<file path="src/rtl/sr_pkg.sv">
// Shared types and constants for the SR latch sequencer: FSM states,
// operation encodings, default pulse/gap widths and a counter sizing helper.
package sr_pkg;

  typedef enum logic [1:0] {
    IDLE  = 2'd0,
    PULSE = 2'd1,
    GAP   = 2'd2
  } state_t;

  localparam logic OP_SET = 1'b1;
  localparam logic OP_CLR = 1'b0;

  localparam int DEF_PULSE_W = 4;
  localparam int DEF_GAP_W   = 4;

  // One down-counter serves both PULSE and GAP, so it must hold the larger width.
  function automatic int cnt_width(input int pw, input int gw);
    return $clog2(((pw > gw) ? pw : gw) + 1);
  endfunction

endpackage

</file>
<file path="src/rtl/sr_latch_seq_if.sv">
// Requester-side handshake bundle for sr_latch_seq: two req/op/ack channels.
// Handshake: req is raised with a stable op and held until ack; ack is a
// one-cycle pulse, and the requester drops req in the cycle after ack.
interface sr_latch_seq_if;
  logic a_req;
  logic a_op;
  logic a_ack;
  logic b_req;
  logic b_op;
  logic b_ack;

  modport master (
    output a_req, a_op, b_req, b_op,
    input  a_ack, b_ack
  );

  modport slave (
    input  a_req, a_op, b_req, b_op,
    output a_ack, b_ack
  );
endinterface

</file>
<file path="src/rtl/rr_arb2.sv">
// Two-requester round-robin arbiter. The pointer remembers the last grantee,
// so on a tie the other requester wins; reset leaves B as last, so A wins first.
module rr_arb2 (
  input  logic clk,
  input  logic rst_n,
  input  logic elig_a,
  input  logic elig_b,
  input  logic ptr_en,
  output logic gnt_a,
  output logic gnt_b
);

  logic last_b_q;

  assign gnt_a = elig_a & (~elig_b | last_b_q);
  assign gnt_b = elig_b & (~elig_a | ~last_b_q);

  always_ff @(posedge clk or negedge rst_n) begin
    if (!rst_n) begin
      last_b_q <= 1'b1;
    end else if (ptr_en && (gnt_a || gnt_b)) begin
      last_b_q <= gnt_b;
    end
  end

endmodule

</file>
<file path="src/rtl/sr_latch_seq.sv">
// Sequencer driving the active-low S/R inputs of a cross-coupled latch on behalf
// of two requesters. Optional readback check is enabled by defining SR_CHECK_EN.
module sr_latch_seq
  import sr_pkg::*;
#(
  parameter int PULSE_W = DEF_PULSE_W,
  parameter int GAP_W   = DEF_GAP_W
) (
  input  logic            clk,
  input  logic            rst_n,
  sr_latch_seq_if.slave   req_if,
  output logic            s_n,
  output logic            r_n,
  output logic            busy,
  output logic            q_exp,
  output logic            q_valid,
  input  logic            q_fb,
  output logic            err,
  output state_t          state_dbg
);

  localparam int CW = cnt_width(PULSE_W, GAP_W);

  state_t          state_q, state_d;
  logic [CW-1:0]   cnt_q, cnt_d;
  logic            op_q, op_d;
  logic            sel_q, sel_d;     // 1 = B holds the current grant
  logic            skip_q, skip_d;
  logic            q_exp_q, q_exp_d;
  logic            q_valid_q, q_valid_d;
  logic            s_n_q, s_n_d;
  logic            r_n_q, r_n_d;

  logic            last_gap;
  logic            ack_pend;
  logic            idle_ok;
  logic            elig_a, elig_b;
  logic            gnt_a, gnt_b;
  logic            ptr_en;
  logic            gnt_op;

  assign last_gap = (state_q == GAP) && (cnt_q == CW'(1));
  assign ack_pend = skip_q | last_gap;

  assign req_if.a_ack = ack_pend & ~sel_q;
  assign req_if.b_ack = ack_pend &  sel_q;

  // A skip ack occupies the cycle after the grant, so no new grant until it retires.
  assign idle_ok = (state_q == IDLE) && !skip_q;
  assign elig_a  = idle_ok & req_if.a_req & ~req_if.a_ack;
  assign elig_b  = idle_ok & req_if.b_req & ~req_if.b_ack;

  rr_arb2 u_arb (
    .clk    (clk),
    .rst_n  (rst_n),
    .elig_a (elig_a),
    .elig_b (elig_b),
    .ptr_en (ptr_en),
    .gnt_a  (gnt_a),
    .gnt_b  (gnt_b)
  );

  always_ff @(posedge clk or negedge rst_n) begin
    if (!rst_n) begin
      state_q   <= IDLE;
      cnt_q     <= '0;
      op_q      <= OP_CLR;
      sel_q     <= 1'b0;
      skip_q    <= 1'b0;
      q_exp_q   <= 1'b0;
      q_valid_q <= 1'b0;
      s_n_q     <= 1'b1;
      r_n_q     <= 1'b1;
    end else begin
      state_q   <= state_d;
      cnt_q     <= cnt_d;
      op_q      <= op_d;
      sel_q     <= sel_d;
      skip_q    <= skip_d;
      q_exp_q   <= q_exp_d;
      q_valid_q <= q_valid_d;
      s_n_q     <= s_n_d;
      r_n_q     <= r_n_d;
    end
  end

  always_comb begin
    state_d   = state_q;
    cnt_d     = cnt_q;
    op_d      = op_q;
    sel_d     = sel_q;
    skip_d    = 1'b0;
    q_exp_d   = q_exp_q;
    q_valid_d = q_valid_q;
    ptr_en    = 1'b0;
    gnt_op    = gnt_b ? req_if.b_op : req_if.a_op;

    unique case (state_q)
      IDLE: begin
        if (gnt_a || gnt_b) begin
          ptr_en = 1'b1;
          sel_d  = gnt_b;
          if (q_valid_q && (gnt_op == q_exp_q)) begin
            skip_d = 1'b1;
          end else begin
            state_d = PULSE;
            cnt_d   = CW'(PULSE_W);
            op_d    = gnt_op;
          end
        end
      end
      PULSE: begin
        if (cnt_q == CW'(1)) begin
          state_d = GAP;
          cnt_d   = CW'(GAP_W);
        end else begin
          cnt_d = cnt_q - CW'(1);
        end
      end
      GAP: begin
        if (last_gap) begin
          state_d   = IDLE;
          cnt_d     = '0;
          q_exp_d   = op_q;
          q_valid_d = 1'b1;
        end else begin
          cnt_d = cnt_q - CW'(1);
        end
      end
      default: begin
        state_d = IDLE;
        cnt_d   = '0;
      end
    endcase

    // Pulse levels come straight from flops; op is one bit, so both low is impossible.
    s_n_d = !((state_d == PULSE) && (op_d == OP_SET));
    r_n_d = !((state_d == PULSE) && (op_d == OP_CLR));
  end

  assign s_n       = s_n_q;
  assign r_n       = r_n_q;
  assign busy      = (state_q != IDLE);
  assign q_exp     = q_exp_q;
  assign q_valid   = q_valid_q;
  assign state_dbg = state_q;

`ifdef SR_CHECK_EN
  // Two-flop synchronizer latency is why GAP_W must cover at least three cycles.
  logic [1:0] fb_sync_q;
  logic       err_q;

  always_ff @(posedge clk or negedge rst_n) begin
    if (!rst_n) begin
      fb_sync_q <= 2'b00;
      err_q     <= 1'b0;
    end else begin
      fb_sync_q <= {fb_sync_q[0], q_fb};
      if (last_gap && (fb_sync_q[1] != op_q)) begin
        err_q <= 1'b1;
      end
    end
  end

  assign err = err_q;
`else
  logic unused_q_fb;
  assign unused_q_fb = q_fb;
  assign err         = 1'b0;
`endif

endmodule

</file>
<file path="src/flat_wrapper.sv">
// flat-port wrapper written by rule: the top's interface ports become plain ports
module sr_latch_seq_flat import sr_pkg::*;
#(
  parameter int PULSE_W = DEF_PULSE_W,
  parameter int GAP_W   = DEF_GAP_W
)
  (clk, rst_n, s_n, r_n, busy, q_exp, q_valid, q_fb, err, state_dbg, req_if_a_req, req_if_a_op, req_if_b_req, req_if_b_op, req_if_a_ack, req_if_b_ack);
  sr_latch_seq_if req_if_i ();
  input  logic clk;
  input  logic rst_n;
  output logic s_n;
  output logic r_n;
  output logic busy;
  output logic q_exp;
  output logic q_valid;
  input  logic q_fb;
  output logic err;
  output state_t state_dbg;
  input wire logic [$bits(req_if_i.a_req)-1:0] req_if_a_req;
  input wire logic [$bits(req_if_i.a_op)-1:0] req_if_a_op;
  input wire logic [$bits(req_if_i.b_req)-1:0] req_if_b_req;
  input wire logic [$bits(req_if_i.b_op)-1:0] req_if_b_op;
  output wire logic [$bits(req_if_i.a_ack)-1:0] req_if_a_ack;
  output wire logic [$bits(req_if_i.b_ack)-1:0] req_if_b_ack;
  assign req_if_i.a_req = req_if_a_req;
  assign req_if_i.a_op = req_if_a_op;
  assign req_if_i.b_req = req_if_b_req;
  assign req_if_i.b_op = req_if_b_op;
  assign req_if_a_ack = req_if_i.a_ack;
  assign req_if_b_ack = req_if_i.b_ack;
  sr_latch_seq #(.PULSE_W(PULSE_W), .GAP_W(GAP_W)) u_core (.clk(clk), .rst_n(rst_n), .req_if(req_if_i), .s_n(s_n), .r_n(r_n), .busy(busy), .q_exp(q_exp), .q_valid(q_valid), .q_fb(q_fb), .err(err), .state_dbg(state_dbg));
endmodule
</file>
<file path="config.mk">
export PLATFORM = sky130hd
export DESIGN_NAME = sr_latch_seq_flat
export DESIGN_NICKNAME = d
export VERILOG_FILES = /design/src/rtl/sr_pkg.sv /design/src/rtl/sr_latch_seq_if.sv /design/src/rtl/rr_arb2.sv /design/src/rtl/sr_latch_seq.sv /design/src/flat_wrapper.sv
export SDC_FILE = /design/constraint.sdc
export NUM_CORES = 1
export LEC_CHECK = 0
export CAP_MARGIN = 20
export CORE_MARGIN = 3
export CORE_UTILIZATION = 51
export DETAILED_ROUTE_END_ITERATION = 16
export PLACE_DENSITY_LB_ADDON = 0.08
export RECOVER_POWER = 100
export SYNTH_ARGS = -nofsm -noshare
export SYNTH_HDL_FRONTEND = slang
export SYNTH_HIERARCHICAL = 1
export SYNTH_SLANG_ARGS = --single-unit
</file>
<file path="constraint.sdc">
create_clock -name clk -period 5.1 [get_ports clk]
set_clock_uncertainty 0.2 [all_clocks]
set_input_delay 1.02 -clock clk [delete_from_list [all_inputs] [get_ports clk]]
set_output_delay 1.02 -clock clk [all_outputs]
set_load 0.03 [all_outputs]
</file>
======== Word-level counts from Yosys, hierarchy flattened ========
Cells that the tools add are included.
word-level totals
  register bits after elaboration ......... 13
  logic and storage cells ................. 70
  output and inout port bits .............. 10
  input port bits ......................... 7
cells by class
  $add $sub $neg .......................... 1
  reductions and logical operators ........ 15
  bitwise operators ....................... 18
  eq/ne operators ......................... 7
  mux-type cells .......................... 19
operators by type and width
  cell                                                  count
  two-way mux 3 bit                                     4
  two-way mux 1 bit                                     9
  one-hot mux 3 bit (3 select lines)                    1
  bitwise AND 1 bit                                     8
  two-way mux 2 bit                                     4
  inverter 1 bit                                        7
  logical AND 1 bit                                     6
  one-hot mux 2 bit (3 select lines)                    1
  AND reduction 2 bit                                   3
  equality test 2 x 1 -> 1 bit (second input constant)  2
  inequality test 2 bit (second input constant)         2
  equality test 3 x 1 -> 1 bit (second input constant)  1
  zero test 1 bit                                       3
  OR 1 bit                                              3
  subtractor 3 x 1 -> 3 bit (second input constant)     1
  equality test 2 bit (second input constant)           1
  zero test 2 bit                                       1
  nonzero test 2 bit                                    1
  equality test 1 bit                                   1
  logical OR 1 bit                                      1

======== Depth between registers and ports, before layout ========
  word-level depth ........................ 18
  depth in mapped cells ................... 8
  depth with buffers taken out ............ 8

======== Hierarchy ========
The synthesis kept the hierarchy.
by module, submodules not included
  module        cells each  sequential area each (sq um)  area each (sq um)  instances
  sr_latch_seq  73          302.8                         684.4              1
  rr_arb2       6           26.3                          56.3               1

======== Worst setup path after synthesis ========
Ideal clock, no wire load.
  path kind ............................... flip-flop to flip-flop
  start ................................... reg u_core.state_q[1] (netlist: u_core/state_dbg[1])
  end ..................................... reg u_core.cnt_q[0]
  required time ........................... 4.774 ns
  slack ................................... 2.032 ns
  clock period less this slack ............ 3.068 ns
  path buffers ............................ 0
  setup time .............................. 0.126 ns
  data arrival time ....................... 2.742 ns
  cell stages (with the launch flop) ...... 9
  cell sequence ........................... dfrtp_1 -> nor2_2 -> inv_1 -> nor3b_1 -> a21boi_0 -> mux2i_1 -> xor2_1 -> and2_4 -> a311o_1
on the way
  elaborated cells on any way between the ends .. 29
  classes of those cells .................. eq/ne (5); mux (3); bitwise (15); reduce/logical (6)
RTL lines
  what                                      RTL line             text
  start: declaration                        sr_latch_seq.sv:24   state_t state_q, state_d;
  start signal: assignment                  sr_latch_seq.sv:75   state_q <= state_d;
  equality test 2 bit                       sr_latch_seq.sv:42   assign last_gap = (state_q == GAP) && (cnt_q == CW'(1));
  logical AND 1 bit                         sr_latch_seq.sv:42
  OR 1 bit                                  sr_latch_seq.sv:43   assign ack_pend = skip_q | last_gap;
  bitwise AND 1 bit                         sr_latch_seq.sv:46   assign req_if.b_ack = ack_pend & sel_q;
  inverter 1 bit                            sr_latch_seq.sv:51   assign elig_b = idle_ok & req_if.b_req & ~req_if.b_ack;
  bitwise AND 1 bit (*)                     sr_latch_seq.sv:51
  via u_core.elig_b                         sr_latch_seq.sv:37   logic elig_a, elig_b;
  bitwise AND 1 bit (*)                     rr_arb2.sv:16        assign gnt_b = elig_b & (~elig_a | ~last_b_q);
  via u_core.gnt_b                          sr_latch_seq.sv:38   logic gnt_a, gnt_b;
  two-way mux 1 bit                         sr_latch_seq.sv:96   gnt_op = gnt_b ? req_if.b_op : req_if.a_op;
  equality test 1 bit                       sr_latch_seq.sv:103  if (q_valid_q && (gnt_op == q_exp_q)) begin
  logical AND 1 bit                         sr_latch_seq.sv:103
  inequality test 2 bit (no source line)    --
  AND reduction 2 bit (no source line) (*)  --
  end signal: assignment                    sr_latch_seq.sv:76   cnt_q <= cnt_d;
  end: declaration                          sr_latch_seq.sv:25   logic [CW-1:0] cnt_q, cnt_d;
The timed path passes the listed nets; every way through them passes the cells marked *.
A chain may end at the register's enable or synchronous reset.

======== Final worst setup path ========
  start ................................... in req_if_b_req
  end ..................................... reg u_core.cnt_q[1]
on the way
  cells in the longest elaborated chain, start to end .. 8
  elaborated cells on any way between the ends .. 13
  classes of those cells .................. eq/ne (3); mux (1); bitwise (6); reduce/logical (3)
RTL lines
  what                                      RTL line             text
  start: declaration                        flat_wrapper.sv:21   input wire logic [$bits(req_if_i.b_req)-1:0] req_if_b_req;
  bitwise AND 1 bit (*) (2 in series)       sr_latch_seq.sv:51
  via u_core.elig_b                         sr_latch_seq.sv:37
  bitwise AND 1 bit (*)                     rr_arb2.sv:16
  via u_core.gnt_b                          sr_latch_seq.sv:38
  two-way mux 1 bit                         sr_latch_seq.sv:96
  equality test 1 bit                       sr_latch_seq.sv:103
  logical AND 1 bit                         sr_latch_seq.sv:103
  inequality test 2 bit (no source line)    --
  AND reduction 2 bit (no source line) (*)  --
Marks and branches as above.

==> qor.yml <==
crit_slowest_cell: "a21boi_0"
antenna_left: 0
final_cell_count_no_fill: 111
cts_buffer_depth: 2
num_rows: 13
worst_pin_slew_ps: 713.2
internal_power_uw: 351.8
nets: 106
cts_tree: "built"
core_region_area_sq_um: 1334
fmax_mhz: 284.5
yosysTopAreaCell: "dfrtp_1"
peakVddDrop_v: 0.0003591
ys.flop_type: "dfrtp_1"
fin_crit_ps: 3515
dieWidth_um: 44.11
relSlewSlack: 0.5202
seq_power_share: 0.306
min_path_type: "reg -> reg"
synth_edf_count: 0
routed_wl_um: 1477
drc_errors: 0
crit_chain: "dlygate4sd3_1, nor3b_1, a21boi_0, mux2i_1, xor2_1, and2_0, a311o_1"
insertion_delay_ps: 270
hold_buffers: 0
first_pass_iters: 4
placedCellCount: 107
async_reset_ff_frac: 1.000
period_share: 0.6893
ios: 17
viasPerCell: 5.838
report.final.slew_viol_count: 0
gp_congestion: 0.7984
root_buffer: "clkbuf_4"
worst-path-buf-inv: 1
worst_ep_arrival_time_ps: 3470
synth_cells: 79
dpl-instance-area_sq_um: 892.1
synth_area_sq_um: 740.7
clockPowerShare: 0.094
clkTransAtPathRegs_ps: 70
drive_gt1_frac: 0.07292
switching_share: 0.4633
p_switching_uw: 303.6
drt_iter0_markers: 7
grt_max_degree: 14
htreeDepth: 1
setup_viol: 0
grt_pass1_vias: 627
fin_tns_setup_ps: 0
maxCapViolCount: 0
final_cell_area_sq_um: 913.4
yosys_warnings: 6
initial_core_util: 0.5553
crit_path_start_kind: "input pin"
slowest_delay_ps: 640
rsz0062_at_grt: "no"
antenna_cells: 0
n_fill_cell: 107
netlist_top_cells_area: "dfrtp_1 34%, dfstp_2 11%, nand2b_1 4.2%, inv_1 3.5%, a21oi_1 3.4%"
p_per_area_nw_per_um2: 717.6
critPathMaxFanout: 7
antenna_found_initial: 0
crit_type: "in -> reg"
cts.sinks: 13
grt_pass1_wl_um: 2622
cts_buffers: 3
dp_hpwl_um: 1152
ys_ff_latch: 13
finalHoldViolCount: 0
power_leakage_uw: 0.0004123
post_cts_resized: 0
num_vias: 648
syn_nets: 88
p_total_uw: 655.4
area_growth_pct: 23.31
syn_area_per_cell_sq_um: 9.376
design.die.area_sq_um: 1946
cts_setup_buffers: 0
critPathTopFamily: "compound AO/OA/AOI/OAI gates"
grt-ovfl-total: 0
synth-seq-area-share: 0.4443
die_h_um: 44.11
holdWs_ps: 308.8
track_usage: 0.1820
synth_common_cells: "10 x dfrtp_1, 7 x inv_1, 6 x nor2_1, 5 x a21oi_1, 5 x nand2b_1"
worst_ep_required_time_ps: 5050
combPwrFrac: 0.600
end_kind: "flip-flop"
port_buffers: 14
yosysMostFrequentCell: "dfrtp_1"
synth_cell_type_count: 31
wire_per_inst_um: 13.31
status: "complete, no violations"
synth_top_area_share: 0.3378
layout make-up:
type | instances | area, sq um | share of cell area
Multi-Input combinational cell | 58 | 372.9 | 0.4082
Sequential cell | 13 | 329.1 | 0.3603
Timing Repair Buffer | 14 | 140.1 | 0.1534
Clock buffer | 4 | 26.28 | 0.02877
Inverter | 7 | 26.28 | 0.02877
Tap cell | 15 | 18.77 | 0.02055
kinds of logic (layout without fill, tap and decap cells):
kind of cell | after synthesis | in the layout | synth area share
and+or+nand+nor | 27 | 27 | 0.2027
AOI/OAI and AO/OA | 24 | 24 | 0.2145
DFF | 13 | 13 | 0.4443
buffers and inverters | 8 | 25 | 0.04562
muxes | 3 | 3 | 0.04223
adders and majority gates | 2 | 2 | 0.03378
other | 1 | 1 | 0.005063
xor gates and xnor gates | 1 | 1 | 0.01183
power by group through the flow:
stage          clock network, uW  logic (uW)  registers [uW]
6_report                    61.3         393             201
5_1_grt                     68.0         437             208
4_1_cts                     63.3         408             202
3_5_place_dp                   0         407             204
3_3_place_gp                   0         400             202
2_1_floorplan                  0         263             231
cell usage in the layout (no fill, tap or decap):
master and count:
dlygate4sd3_1 10, nand3b_1 1, a21boi_1 1, and3_1 3
o22a_1 1, inv_1 7, a21boi_0 1, xor2_1 1
and2_0 1, dfstp_2 3, nand2_1 4, a22oi_1 2
mux2i_1 2, nor2_1 7, a31oi_1 3, nor2b_1 2
nand2b_1 5, a22o_1 1, a21oi_1 5, clkdlybuf4s50_1 4
o21ai_0 4, conb_1 1, a211oi_1 1, clkbuf_4 3
dfrtp_1 10, mux2_2 1, o31ai_1 1, clkbuf_1 1
nor3b_1 3, a311o_1 2, ha_1 2, o22ai_1 2
nor3_1 1
registers in the layout (all words and copies together) (netlist names):
signal,cells
u_core/cnt_q,3
u_core/state_dbg,2
u_core/op_q,1
u_core/q_exp,1
u_core/q_valid,1
u_core/r_n,1
u_core/s_n,1
u_core/sel_q,1
u_core/skip_q,1
u_core/u_arb/last_b_q,1
per-layer routing:
| metal | vias to the layer above | routed length [um] | track usage |
|---|---|---|---|
| li1 | 316 | - | - |
| met1 | 309 | 673 | 0.2333 |
| met2 | 18 | 677 | 0.2645 |
| met3 | 5 | 104 | 0.07317 |
| met4 | 0 | 23 | 0.09036 |
| met5 | - | 0 | 0 |
worst paths after layout:
path / start / endpoint / slack [ps] / cells after the start
hold / removal: u_core/op_q / u_core/s_n / 310 / 1
hold reg to reg: u_core/op_q / u_core/s_n / 310 / 1
setup reg to reg: u_core/state_dbg[1] / u_core/cnt_q[1] / 1640 / 8
min in group asynchronous: rst_n / u_core/cnt_q[2] / 980 / 1
setup / recovery: req_if_b_req / u_core/cnt_q[1] / 1580 / 7
max in group asynchronous: rst_n / u_core/q_valid / 3330 / 1
metrics by stage:
step                      worst slack (ps)  utilization
final                                 1585       0.6848
after global routing                  1314       0.6848
after CTS                             1656       0.6886
after detailed placement              1503       0.6689
after global placement                1475       0.6689
after floorplan                       2032            -
No activity file was read; power rests on OpenSTA's default activity.
==> edit 1, RTL diff (same settings) <==
Build with the macro `SR_CHECK_EN` defined.
--- a/src/rtl/sr_latch_seq.sv
+++ b/src/rtl/sr_latch_seq.sv
@@ -1,5 +1,7 @@
 // Sequencer driving the active-low S/R inputs of a cross-coupled latch on behalf
 // of two requesters. Optional readback check is enabled by defining SR_CHECK_EN.
+`define SR_CHECK_EN
+
 module sr_latch_seq
   import sr_pkg::*;
 #(
Behaviour: not the same (a bounded check fails within 10 cycles, from zero or initial values and one cycle with rst_n low).
==> edit 1 against the original RTL <==
Synthesized area grew 11%. Synthesized cell count grew 3.8%. Power grew 14%. Die area grew 9.3%. Final area grew 13%. Sequential cell count grew 3. Routed wire length grew 21%. Setup slack lost 90 ps. Critical path type is now flip-flop to primary output. Largest power group unchanged.
==> edit 1: results (changes against the original RTL) <==
\begin{tabular}{lr}
\hline
Metric & Value \\
\hline
\multicolumn{2}{l}{\textbf{Clock tree}} \\
Clock Root Buffer & clkbuf\_4 \\
Largest buffer count on any clock path & 2 (unchanged) \\
Insertion delay to the later sink of the worst-skew pair & 290 ps (+20 ps) \\
Resized cells post-CTS & 0 (unchanged) \\
Clock transition time at the flip-flop clock pins of the worst setup and hold paths & 100 ps (+30 ps) \\
Setup Fix Bufs, Post-CTS & 0 (unchanged) \\
Total number of H-tree levels & 1 (unchanged) \\
Number of buffers added by the clock tree synthesis step & 3 (unchanged) \\
\multicolumn{2}{l}{\textbf{Synthesis}} \\
YS warnings & 6 (unchanged) \\
Xor/xnor share of the synthesized area & 0.02134 (+0.009517) \\
Synthesized-area fraction occupied by adder cells & 0.03049 (-0.003296) \\
Fraction of synthesis flops using an asynchronous set or reset pin & 1.000 (unchanged) \\
Most frequent cells after synthesis & dfrtp\_1 (13), inv\_1 (7), nor2\_1 (6) \\
Synthesized Nets & 91 (+3.4\%) \\
Share of cell area taken by muxes after synthesis & 0.03811 (-0.004120) \\
Post-synthesis compound-gate area fraction & 0.2027 (-0.01178) \\
Top cells by area in the synthesized netlist & dfrtp\_1 (40\%), dfstp\_2 (9.6\%), nand2b\_1 (3.8\%) \\
Distinct cell type count after synthesis & 30 (-3.2\%) \\
Sequential element share of the synthesized area & 0.4924 (+0.04812) \\
\multicolumn{2}{l}{\textbf{GRT}} \\
Vias in the first global route & 703 (+12\%) \\
Global-route wire length before repair & 2973 um (+13\%) \\
Total routing resource utilization after global routing & 0.1964 (+0.01438) \\
Maximum number of pins on one net before global-route repair & 17 (+3) \\
Antenna violations before repair & 0 (unchanged) \\
\multicolumn{2}{l}{\textbf{Layout}} \\
Register with the highest flop count & u\_core/cnt\_q \\
Fraction of layout instances using a drive strength above 1 & 0.07843 (+0.005515) \\
Nets & 112 (+5.7\%) \\
Max reg flops & 3 (unchanged) \\
Antenna Cells & 0 (unchanged) \\
Filler Cells Inserted & 122 (+14\%) \\
\multicolumn{2}{l}{\textbf{Detailed routing}} \\
Initial detailed-routing violation count & 31 (+24) \\
Number of vias per cell after detailed routing & 6.137 (+5.1\%) \\
First-pass iteration count of the detailed router & 4 (unchanged) \\
Final Routed Wirelength & 1782 um (+21\%) \\
\multicolumn{2}{l}{\textbf{Place}} \\
DP HPWL & 1261 um (+9.4\%) \\
Final weighted congestion in routability-driven placement & 0.8065 (+1.0\%) \\
Input/output buffers & 16 (+2) \\
\multicolumn{2}{l}{\textbf{Outcome}} \\
Run status & completed \\
\multicolumn{2}{l}{\textbf{Power}} \\
Leakage Power & 0.4704 nW (+14\%) \\
Maximum vdd drop & 453.7 uV (+26\%) \\
\multicolumn{2}{l}{\textbf{Timing}} \\
Actual transition at the worst max-transition pin & 694.5 ps (-18.73 ps) \\
\multicolumn{2}{l}{\textbf{Critical path}} \\
Maximum net fanout on the critical path & 5 (-2) \\
Arrival time at the worst endpoint & 2380 ps (-1090 ps) \\
\multicolumn{2}{l}{\textbf{Min path}} \\
Classification of the worst-slack hold path & flip-flop to flip-flop \\
\hline
\end{tabular}
[edit 1: worst paths after layout]
kind	from	end	depth (start not counted)	slack, ps
setup / recovery	u_core/cnt_q[1]	req_if_b_ack	7	1500
hold / removal	u_core/fb_sync_q[0]	u_core/fb_sync_q[1]	0	160
setup reg to reg	u_core/state_dbg[1]	u_core/cnt_q[0]	8	1650
hold reg to reg	u_core/fb_sync_q[0]	u_core/fb_sync_q[1]	0	160
max in group asynchronous	rst_n	u_core/sel_q	1	3240
min in group asynchronous	rst_n	u_core/skip_q	1	1010
[edit 1: layout make-up]
cell class                      count  share of cell area
Timing Repair Buffer               16              0.1553
Sequential cell                    16              0.3920
Clock buffer                        4             0.03519
Tap cell                           15             0.01820
Multi-Input combinational cell     59              0.3738
Inverter                            7             0.02549
[edit 1: metrics by stage]
stage / instance area, um^2 / hold slack, ps / setup slack (ps) / cells
after floorplan: 820.8 / 131.2 / 2032 / 82
after global placement: 999.7 / 132.8 / 1576 / 113
after detailed placement: 999.7 / 136.2 / 1488 / 113
after CTS: 1036 / 158.0 / 1573 / 117
after global routing: 1031 / 177.3 / 1360 / 117
final: 1031 / 155.6 / 1495 / 117
[edit 1: critical path: stages (launching register included)]
cell	delay [ps]
dfrtp_1	410
inv_1	90
ha_1	210
nand2b_1	150
nor2_1	290
nor2_1	90
nor2b_1	100
dlygate4sd3_1	740
[edit 1: routing by layer]
layer	share of wire	routed length, um	track usage
met3	0.069	123	0.05078
met1	0.46	813	0.2544
met4	0.0067	12	0.05114
met2	0.47	833	0.3242
met5	0	0	0
[edit 1: report_power, final]
group / leakage, nW / internal, mW / switching, mW
logic: 0.262 / 0.174 / 0.249
registers: 0.187 / 0.186 / 0.0519
clock network: 0.0210 / 0.0434 / 0.0404
==> edit 2, RTL diff (same flow settings) <==
Made on the original files. Register the output `state_dbg` once more, without a reset; this adds one clock of latency there. The other outputs are not delayed to match.
--- a/src/rtl/sr_latch_seq.sv
+++ b/src/rtl/sr_latch_seq.sv
@@ -143,7 +143,9 @@
   assign busy      = (state_q != IDLE);
   assign q_exp     = q_exp_q;
   assign q_valid   = q_valid_q;
-  assign state_dbg = state_q;
+  always_ff @(posedge clk) begin
+    state_dbg <= state_q;
+  end
 
 `ifdef SR_CHECK_EN
   // Two-flop synchronizer latency is why GAP_W must cover at least three cycles.
Behaviour: not the same (a bounded check fails within 4 cycles, from zero or initial values and one cycle with rst_n low).
==> edit 2 against the original RTL <==
Final area grew 5.9%. Cell count grew 3.6%. Routed wire length grew 4.6%. Sequential cell count grew 2. Maximum frequency grew 1.3%. Non-clock buffer count is the same. Die area grew 7.9%. Synthesized cell count grew 7.6%. Power shrank 7.9%. Via count grew 2.3%. Setup slack gained 45 ps. Count of clock-buffer cells in the layout shrank 1. Synthesized area grew 9.1%. Critical path depth is the same. Critical endpoint is now req_if_b_ack. Largest cell class unchanged.
==> edit 2: results (changes against the original RTL) <==
\begin{tabular}{lr}
\hline
Metric & Value \\
\hline
\multicolumn{2}{l}{\textbf{Synthesis}} \\
Synthesized Nets & 94 (+6.8\%) \\
Sequential element share of the synthesized area & 0.4567 (+0.01240) \\
Distinct cell type count after synthesis & 35 (+13\%) \\
Most frequent cells after synthesis & dfrtp\_1 (10), nand2\_1 (9), nor2\_1 (6) \\
Fraction of synthesis flops using an asynchronous set or reset pin & 0.8667 (-0.1333) \\
Top cells by area in the synthesized netlist & dfrtp\_1 (31\%), dfstp\_2 (9.8\%), dfxtp\_1 (5.0\%) \\
\multicolumn{2}{l}{\textbf{Critical path}} \\
Slowest stage cell, crit path & dlygate4sd3\_1 \\
Crit Reg-Reg Startpoint & u\_core/state\_q[0] \\
Arrival time at the worst endpoint & 2250 ps (-1220 ps) \\
Setup crit end & req\_if\_b\_ack \\
Highest cell delay on the worst timing path & 740 ps (+100 ps) \\
Maximum net fanout on the critical path & 5 (-2) \\
Worst setup path startpoint & u\_core/cnt\_q[1] \\
Gate family responsible for the most delay along the worst path & buffers and inverters \\
Register-to-register path setup slack & 2060 ps (+420 ps) \\
\multicolumn{2}{l}{\textbf{GRT}} \\
Global-route wire length before repair & 2497 um (-4.8\%) \\
Vias in the first global route & 569 (-9.3\%) \\
Total routing resource utilization after global routing & 0.1707 (-0.01132) \\
\multicolumn{2}{l}{\textbf{Layout}} \\
Filler Cells Inserted & 108 (+0.93\%) \\
Fraction of layout instances using a drive strength above 1 & 0.1100 (+0.03708) \\
Nets & 110 (+3.8\%) \\
\multicolumn{2}{l}{\textbf{Power}} \\
Maximum vdd drop & 272.7 uV (-24\%) \\
Leakage Power & 0.4090 nW (-0.80\%) \\
\multicolumn{2}{l}{\textbf{Outcome}} \\
Run status & completed \\
\multicolumn{2}{l}{\textbf{Place}} \\
DP HPWL & 1125 um (-2.4\%) \\
Final weighted congestion in routability-driven placement & 0.7557 (-5.3\%) \\
\multicolumn{2}{l}{\textbf{Detailed routing}} \\
Final Routed Wirelength & 1545 um (+4.6\%) \\
\hline
\end{tabular}
[edit 2: worst min-delay path by stage]
stage / startpoint / endpoint / slack [ps] / cells past startpoint
6_report: u_core/cnt_q[1] / u_core/cnt_q[1] / 310 / 1
5_1_grt: u_core/cnt_q[1] / u_core/cnt_q[1] / 320 / 1
4_1_cts: u_core/cnt_q[1] / u_core/cnt_q[1] / 310 / 1
3_5_place_dp: u_core/cnt_q[1] / u_core/cnt_q[1] / 290 / 1
3_3_place_gp: u_core/cnt_q[1] / u_core/cnt_q[1] / 290 / 1
2_1_floorplan: u_core/state_q[0] / u_core/state_dbg[0] / 140 / 0
[edit 2: cell families (layout without fill, tap and decap cells)]
logic type                 Yosys count  in the layout  share of synthesized area
buffers and inverters                8             23                    0.05262
adders and majority gates            2              2                    0.03095
other                                1              1                   0.004640
DFF                                 15             15                     0.4567
xor gates and xnor gates             2              2                    0.02168
muxes                                2              2                    0.02632
and+or+nand+nor                     32             32                     0.2105
AOI/OAI and AO/OA                   23             23                     0.1966
[edit 2: final cells by class]
cell class / instances / area share
repair buffers: 14 / 0.1449
clock buffers: 3 / 0.02329
multi-input cells: 62 / 0.4062
clock inverters: 1 / 0.005175
flip-flops and latches: 15 / 0.3816
inverters: 5 / 0.01940
well taps: 15 / 0.01940
[edit 2: routing by layer]
layer	vias to the layer above	part of all wire	wire length (um)	track usage
li1	326	-	-	-
met1	313	0.47	732	0.2408
met2	22	0.44	683	0.2312
met3	2	0.076	117	0.04348
met4	0	0.0078	12	0.1023
met5	-	0	0	0
[edit 2: power by group]
group	internal [mW]	total (mW)	switching [mW]
logic	0.130	0.307	0.176
clock network	0.0291	0.0694	0.0403
registers	0.177	0.228	0.0507
[edit 2: metrics by stage]
stage,cell area (um^2),hold WS (ps),cells,power [mW],worst slack [ps]
3_5_place_dp,943.4,291.0,111,0.5487,1546
5_1_grt,967.2,324.9,115,0.6480,1515
4_1_cts,970.9,313.4,115,0.6196,1705
6_report,967.2,312.7,115,0.6035,1630
3_3_place_gp,943.4,288.1,111,0.5380,1576
2_1_floorplan,808.3,142.2,85,0.4616,2521
